===== src/rtl/div_iter32.sv =====
// Sequential radix-2 restoring divider (div.w/mod.w/div.wu/mod.wu); one quotient bit per cycle.
// Optional macro DIV_SMALL_BYPASS_EN: when |x| < |y| skip the iterations and go straight to FIX.
module div_iter32 #(
   parameter int DIV_W      = 32,
   parameter int ITER_CNT_W = 6
) (
   input  logic             clk,
   input  logic             resetn,
   input  logic             div_valid,
   output logic             div_ready,
   input  logic             div_signed,
   input  logic [DIV_W-1:0] x,
   input  logic [DIV_W-1:0] y,
   input  logic             cancel,
   output logic             out_valid,
   input  logic             out_ready,
   output logic [DIV_W-1:0] quotient,
   output logic [DIV_W-1:0] remainder,
   output logic             div_by_zero,
   output logic             busy
);

   // Handshake: a request is taken on a rising edge where div_valid && div_ready && !cancel;
   // a result is released on a rising edge where out_valid && out_ready.
   typedef enum logic [2:0] {IDLE, PREP, ITER, FIX, DONE} state_t;

   localparam logic [DIV_W-1:0]      ONE       = 1;
   localparam logic [ITER_CNT_W-1:0] CNT_ONE   = 1;
   localparam logic [ITER_CNT_W-1:0] LAST_ITER = ITER_CNT_W'(DIV_W - 1);

   state_t                  state, next_state;
   logic [DIV_W-1:0]        x_q, y_q;
   logic                    signed_q;
   logic                    sign_q, sign_r;
   logic [2*DIV_W-1:0]      pr;
   logic [ITER_CNT_W-1:0]   cnt;
   logic [DIV_W-1:0]        abs_x, abs_y;
   logic [DIV_W:0]          trial;

   assign abs_x = (signed_q && x_q[DIV_W-1]) ? (~x_q + ONE) : x_q;
   assign abs_y = (signed_q && y_q[DIV_W-1]) ? (~y_q + ONE) : y_q;
   // Shifted upper 33 bits of the partial remainder minus the divisor.
   assign trial = pr[2*DIV_W-1:DIV_W-1] - {1'b0, abs_y};

   always_ff @(posedge clk or negedge resetn) begin
      if (!resetn) state <= IDLE;
      else         state <= next_state;
   end

   always_comb begin
      next_state = state;
      if (cancel) begin
         next_state = IDLE;
      end else begin
         case (state)
            IDLE: if (div_valid) next_state = PREP;
            PREP: begin
               if (y_q == '0) next_state = DONE;
`ifdef DIV_SMALL_BYPASS_EN
               else if (abs_x < abs_y) next_state = FIX;
`endif
               else next_state = ITER;
            end
            ITER: if (cnt == LAST_ITER) next_state = FIX;
            FIX:  next_state = DONE;
            DONE: if (out_ready) next_state = IDLE;
            default: next_state = IDLE;
         endcase
      end
   end

   always_comb begin
      div_ready = (state == IDLE);
      busy      = (state != IDLE);
      out_valid = (state == DONE);
   end

   always_ff @(posedge clk or negedge resetn) begin
      if (!resetn) begin
         x_q         <= '0;
         y_q         <= '0;
         signed_q    <= 1'b0;
         sign_q      <= 1'b0;
         sign_r      <= 1'b0;
         pr          <= '0;
         cnt         <= '0;
         quotient    <= '0;
         remainder   <= '0;
         div_by_zero <= 1'b0;
      end else if (!cancel) begin
         case (state)
            IDLE: begin
               if (div_valid) begin
                  x_q      <= x;
                  y_q      <= y;
                  signed_q <= div_signed;
               end
            end
            PREP: begin
               sign_q <= signed_q & (x_q[DIV_W-1] ^ y_q[DIV_W-1]);
               sign_r <= signed_q & x_q[DIV_W-1];
               cnt    <= '0;
               if (y_q == '0) begin
                  quotient    <= '1;
                  remainder   <= x_q;
                  div_by_zero <= 1'b1;
               end else begin
                  div_by_zero <= 1'b0;
                  pr          <= {{DIV_W{1'b0}}, abs_x};
`ifdef DIV_SMALL_BYPASS_EN
                  if (abs_x < abs_y) pr <= {abs_x, {DIV_W{1'b0}}};
`endif
               end
            end
            ITER: begin
               if (!trial[DIV_W]) pr <= {trial[DIV_W-1:0], pr[DIV_W-2:0], 1'b1};
               else               pr <= {pr[2*DIV_W-2:0], 1'b0};
               cnt <= cnt + CNT_ONE;
            end
            FIX: begin
               quotient  <= sign_q ? (~pr[DIV_W-1:0] + ONE) : pr[DIV_W-1:0];
               remainder <= sign_r ? (~pr[2*DIV_W-1:DIV_W] + ONE) : pr[2*DIV_W-1:DIV_W];
            end
            default: ;
         endcase
      end
   end

endmodule


===== config.mk =====
export PLATFORM = sky130hd
export DESIGN_NAME = div_iter32
export DESIGN_NICKNAME = d
export VERILOG_FILES = /design/src/rtl/div_iter32.sv
export SDC_FILE = /design/constraint.sdc
export NUM_CORES = 1
export LEC_CHECK = 0
export CORE_UTILIZATION = 62
export CTS_CLUSTER_SIZE = 14
export DETAILED_ROUTE_END_ITERATION = 6
export PLACE_DENSITY = 0.87
export SKIP_LAST_GASP = 1
export SYNTH_ARGS = -nofsm -noshare
export SYNTH_HDL_FRONTEND = slang
export SYNTH_SLANG_ARGS = --single-unit

===== constraint.sdc =====
create_clock -name clk -period 12.15 [get_ports clk]
set_input_delay 2.43 -clock clk [delete_from_list [all_inputs] [get_ports clk]]
set_output_delay 2.43 -clock clk [all_outputs]
set_load 0.005 [all_outputs]

; After elaboration in Yosys (flattened, before gate mapping)
; Cells that the tools add are included.
[totals]
out_inout_bits = 68
regBits = 205
input_bits = 70
elab_cells = 67
[op_classes]
reduce_logical = 13
bitwise = 8
n_eq_ne = 10
muxes = 19
addsub = 6
[op_table]
columns = operator, n
row1 = $mux W32, 6
row2 = $add A32 B1 Y32 const B, 4
row3 = $mux W64, 2
row4 = $not A32 Y32, 4
row5 = $pmux W32 S2, 2
row6 = $pmux W64 S2, 1
row7 = $sub A33 B32 Y33, 1
row8 = $logic_not A32 Y1, 1
row9 = $mux W3, 5
row10 = $pmux W3 S5, 1
row11 = $pmux W6 S2, 1
row12 = $reduce_and A3 Y1, 4
row13 = $add A6 B1 Y6 const B, 1
row14 = $eq A3 B2 Y1 const B, 2
row15 = $eq A6 B5 Y1 const B, 1
row16 = $ne A3 B2 Y1 const B, 2
row17 = $ne A2 B2 Y1 const B, 2
row18 = $reduce_and A2 Y1, 2
row19 = $reduce_bool A2 Y1, 2
row20 = $eq A3 B1 Y1 const B, 1
row21 = $eq A3 B3 Y1 const B, 1
row22 = $logic_not A3 Y1, 1
row23 = $ne A3 B3 Y1 const B, 1
row24 = $reduce_bool A3 Y1, 1
row25 = other kinds (5), 7

; Logic depth before layout (Yosys ltp)
[logic_depth]
ltp_word = 6
ltp_mapped = 21
ltp_nobuf = 18

; Least setup slack after synthesis
; Ideal clock, no wire load.
[synth_timing]
path_type = register -> register
startpoint = reg y_q[14]
endpoint = reg pr[51]
period_less_slack_ns = 4.584
path_stages_with_launch = 19
required_ns = 12.016
t_arrival_ns = 4.450
setup_time_ns = 0.134
slack_ns = 7.566
path_buffers = 3
cell_sequence = dfrtp_1 -> or4_1 -> nor3_1 -> nor2_1 -> nor2_1 -> o21ai_0 -> a21oi_1 -> xor2_1 -> ha_1 -> clkbuf_1 -> nand3_1 -> nor3_1 -> nand2_1 -> or3_1 -> a211oi_1 -> buf_2 -> buf_2 -> mux2i_1 -> o21ai_0
[synth_between]
elab_chain_cells = 6
elab_cells_between_ends = 9
classes_between = 2 x add/sub / 1 x eq/ne / 3 x mux / 1 x bitwise / 2 x reduce/logical
[synth_rtl]
columns = item, line
row1 = from (decl), 32  ; logic [DIV_W-1:0] x_q, y_q;
row2 = from (signal assigned), 95  ; y_q <= y;
row3 = $not A32 Y32, 41  ; assign abs_y = (signed_q && y_q[DIV_W-1]) ? (~y_q + ONE) : y_q;
row4 = $add A32 B1 Y32, 41
row5 = $mux W32, 41
row6 = $sub A33 B32 Y33, 43  ; assign trial = pr[2*DIV_W-1:DIV_W-1] - {1'b0, abs_y};
row7 = $mux W64, 116  ; if (!trial[DIV_W]) pr <= {trial[DIV_W-1:0], pr[DIV_W-2:0], 1'b1};
row8 = $pmux W64 S2, 91  ; case (state)
row9 = to (signal assigned), 109  ; pr <= {{DIV_W{1'b0}}, abs_x};
row10 = to (signal assigned), 116
row11 = to (signal assigned), 117  ; else pr <= {pr[2*DIV_W-2:0], 1'b0};
row12 = to (decl), 35  ; logic [2*DIV_W-1:0] pr;
; Parallel ways exist; a longest one is shown, timed or not.
; A chain may end at the register's enable or synchronous reset.

; Worst setup path in the final report
[layout_timing]
startpoint = reg y_q[14]
endpoint = reg pr[47]
; Same word-level chain as after synthesis.

==> results by group <==
Floorplan
  – Die area: 0.0210 mm²
  – Die Height: 145 µm
  – Initial core utilization: 64.1%
  – Row count: 51
  – IO Pins: 138
  – Chip width: 145 µm
  – Core footprint: 0.0197 mm²

Clocking
  – CTS tree: built
  – # H-tree levels: 1
  – Clk buf depth: 3
  – Worst-path clk slew: 0.06 ns
  – Setup Fix Bufs, Post-CTS: 0
  – Clock latency on the worst-skew pair: 0.52 ns
  – Hold Buf Count CTS: 0
  – Post-CTS Resized: 0
  – Number of CTS-inserted buffers: 23
  – Root Driver: clkbuf_16
  – Clk sinks: 205

Worst hold path
  – Hold_sp: remainder[13]
  – WHS Path Cells: 2
  – Hold Path Class: reg2reg
  – Hold EP: remainder[13]

Global route
  – Total gr overflow: 0
  – First-pass GRT wire length: 55.2 mm
  – All-layer global routing usage: 34.0%
  – Initial antenna violation count: 0
  – Largest net degree at the start of global routing: 129
  – Vias in the first global route: 10499

Final layout
  – Most frequent cells in the layout: dfrtp_1, nand2_1, o21ai_0
  – Area Growth Syn to Fin: 18.0%
  – Commonest non-fill, non-tap cell in the layout: dfrtp_1
  – Fillers: 1371
  – Antenna cells: 0
  – Final cell count without fillers: 1800
  – Final nets: 1629
  – Share of cells above drive strength 1: 8.60%
  – Fin area: 0.0149 mm²
  – Fin util: 75.7%

Setup path
  – Worst r2r src: y_q[14]
  – Internal reg-to-reg setup slack: 6.54 ns
  – Crit Path Max Fanout: 22
  – Crit. End Element: flip-flop
  – Worst Path Buf+Inv: 1
  – CP top delay family: simple AND/OR/NAND/NOR gates
  – R2R depth: 16
  – CP required: 12.55 ns
  – Critical path class: reg2reg
  – Crit path launch type: flip-flop
  – CP Cell Sequence: or4_1 -> nor3_1 -> nor2_1 -> nor2_1 -> o21ai_0 -> a21oi_1 -> xor2_1 -> ha_1 -> nand3_1 -> nor3_1 -> nand2_1 -> or3_1 -> a211oi_4 -> buf_4 -> o2bb2ai_1 -> or3_1
  – Worst Path Arrival: 6.01 ns
  – RR Endpoint: pr[47]
  – CP max-delay cell: a211oi_4
  – Largest stage delay, worst path: 0.92 ns

Power and ir drop
  – Cell Int Power: 0.00183 W
  – Clk pwr share: 23.8%
  – Sw Pwr: 0.00112 W
  – Pwr Density: 198 mW/mm²
  – Pleak: 6.22 nW
  – Flop pwr share: 37.2%
  – Sw Share: 38.1%
  – Maximum VDD drop: 0.000142 V
  – Combinational power share: 38.9%

Synth
  – Number of synthesized register bits: 205
  – Ys Warns: 0
  – Simple-gate share of the synthesized area: 16.1%
  – Seq/Total Area, Yosys: 40.6%
  – EDFF count, synth: 0
  – XOR/XNOR share of the synthesized area: 9.91%
  – Syn Area/Cell: 8.88 µm²
  – Cell area after synthesis: 0.0126 mm²
  – Compound-Gate Fraction of Synth Area: 18.6%
  – Post-Synth Adder-Cell Area: 3.82%
  – Mux contribution to synthesized area: 7.85%
  – Main synth FF type: dfrtp_1
  – Largest family of logic cells by synthesized area: compound AO/OA/AOI/OAI gates
  – Net Count, Synth: 1532
  – Cells after Synth: 1424
  – Asr flop ratio synth: 100%
  – Netlist cell types: 62

Run
  – Max_cap viols: 0

Drt
  – Drt pass-1 iters: 5
  – Average routed wire per standard cell: 19.3 µm
  – Via Count: 11015
  – Via-per-instance ratio: 6.12
  – Drt initial violations: 828
  – Antenna Violating Nets Remaining: 0
  – DR DRC count: 0
  – WL final: 34.8 mm

STA
  – Final setup vio count: 0
  – Clock Skew: 0.00876 ns
  – Period utilization: 46.2%
  – Fmax achieved: 178 MHz
  – Slew headroom: 27.3%
  – Least-Margin Pin Slew: 1.09 ns
  – RSZ-0062 raised after global routing: false
  – Setup Total Neg Slack: 0 ns
  – Final hold violations: 0
  – Max-slew violation count: 0
  – Final min period: 5.61 ns

Status
  – Status: completed

Placement
  – IO buf count: 137
  – Inst Count DP: 1761
  – GP Congestion: 0.965
  – Cell Area, Placed: 0.0142 mm²
  – Detailed Place HPWL: 24.9 mm
==> cell type report <==
type / instances / area (µm²) / area share (%)
multi-input combinational: 1119 / 7140 / 47.9
clock inverter: 6 / 98.8 / 0.663
tap: 265 / 332 / 2.22
timing repair buffer: 149 / 1470 / 9.82
clock buffer: 33 / 663 / 4.44
inverter: 23 / 86.3 / 0.579
sequential: 205 / 5130 / 34.4
==> cell usage after synthesis (3+ instances only) <==
master,number,area share [%]
or2_2,6,0.30
a21boi_0,6,0.36
dfrtp_1,205,41
nand2b_1,5,0.25
a211oi_1,8,0.48
xor2_1,88,6.1
nor4_1,10,0.49
o21ai_0,150,5.9
mux2_2,65,5.8
nor3_1,18,0.71
o21bai_1,3,0.18
o211ai_1,8,0.48
ha_1,37,3.7
buf_2,14,0.55
o221ai_1,3,0.21
nand3b_1,3,0.18
mux2i_1,26,2.1
or4_1,12,0.71
o21a_1,5,0.30
and3_1,4,0.20
or3_1,19,0.94
a21oi_1,99,3.9
nor3b_1,3,0.18
a32oi_1,3,0.21
nor2b_1,12,0.59
nand3_1,18,0.71
a21o_1,7,0.42
and2_1,5,0.25
clkbuf_1,61,1.8
o41ai_1,13,0.90
nand2_1,170,5.0
inv_1,23,0.68
o31ai_1,26,1.5
nand4_1,7,0.35
a31oi_1,43,2.1
and4_1,3,0.21
xnor2_1,55,3.8
nor2_1,149,4.4
==> per-stage QoR <==
step | power, W | setup WS [ns] | hold WS [ns]
floorplan | 0.00180 | 7.57 | 0.471
global route | 0.00314 | 6.09 | 0.512
global placement | 0.00219 | 6.70 | 0.464
finish | 0.00295 | 6.54 | 0.487
detailed placement | 0.00223 | 6.61 | 0.475
CTS | 0.00295 | 6.59 | 0.487
==> routing by layer <==
layer	vias to the layer above	share of wire [%]	global-route usage, %
met5	-	0	0
met4	0	4.0	14.2
met3	76	5.3	4.18
met2	375	49	58.6
met1	5284	41	43.2
li1	5280	-	-
==> registers in the layout (all words and copies together) (netlist names) <==
name         cells
cnt              6
div_by_zero      1
pr              64
quotient        32
remainder       32
sign_q           1
sign_r           1
signed_q         1
state            3
x_q             32
y_q             32
==> tightest hold or removal path, stage by stage, from the launching register on <==
cell and delay [ns]:
dfrtp_1 0.35, nand2_1 0.05, o21ai_0 0.06
==> power by group through the flow <==
stage | logic (W) | registers [W] | clock network, W
global placement | 0.00110 | 0.00109 | 0
finish | 0.00115 | 0.00110 | 0.000703
global route | 0.00128 | 0.00112 | 0.000735
detailed placement | 0.00113 | 0.00110 | 0
CTS | 0.00115 | 0.00109 | 0.000714
floorplan | 0.000779 | 0.00102 | 0
==> worst max-delay path by stage <==
| stage | from | end | slack (ns) | cells after the start |
|---|---|---|---|---|
| finish | y_q[14] | pr[47] | 6.54 | 16 |
| CTS | y_q[14] | pr[47] | 6.59 | 16 |
| floorplan | y_q[14] | pr[51] | 7.57 | 18 |
| global placement | y_q[14] | pr[47] | 6.70 | 16 |
| global route | y_q[14] | pr[47] | 6.09 | 17 |
| detailed placement | y_q[14] | pr[47] | 6.61 | 16 |
==> kinds of logic after synthesis <==
group | Yosys count
AND/OR/NAND/NOR | 451
AO/OA/AOI/OAI | 396
flip-flops | 205
XOR/XNOR | 143
buffers and inverters | 100
multiplexers | 91
adder cells (fa/ha/maj) | 38
Note: power is estimated with default switching activity, not from simulation.
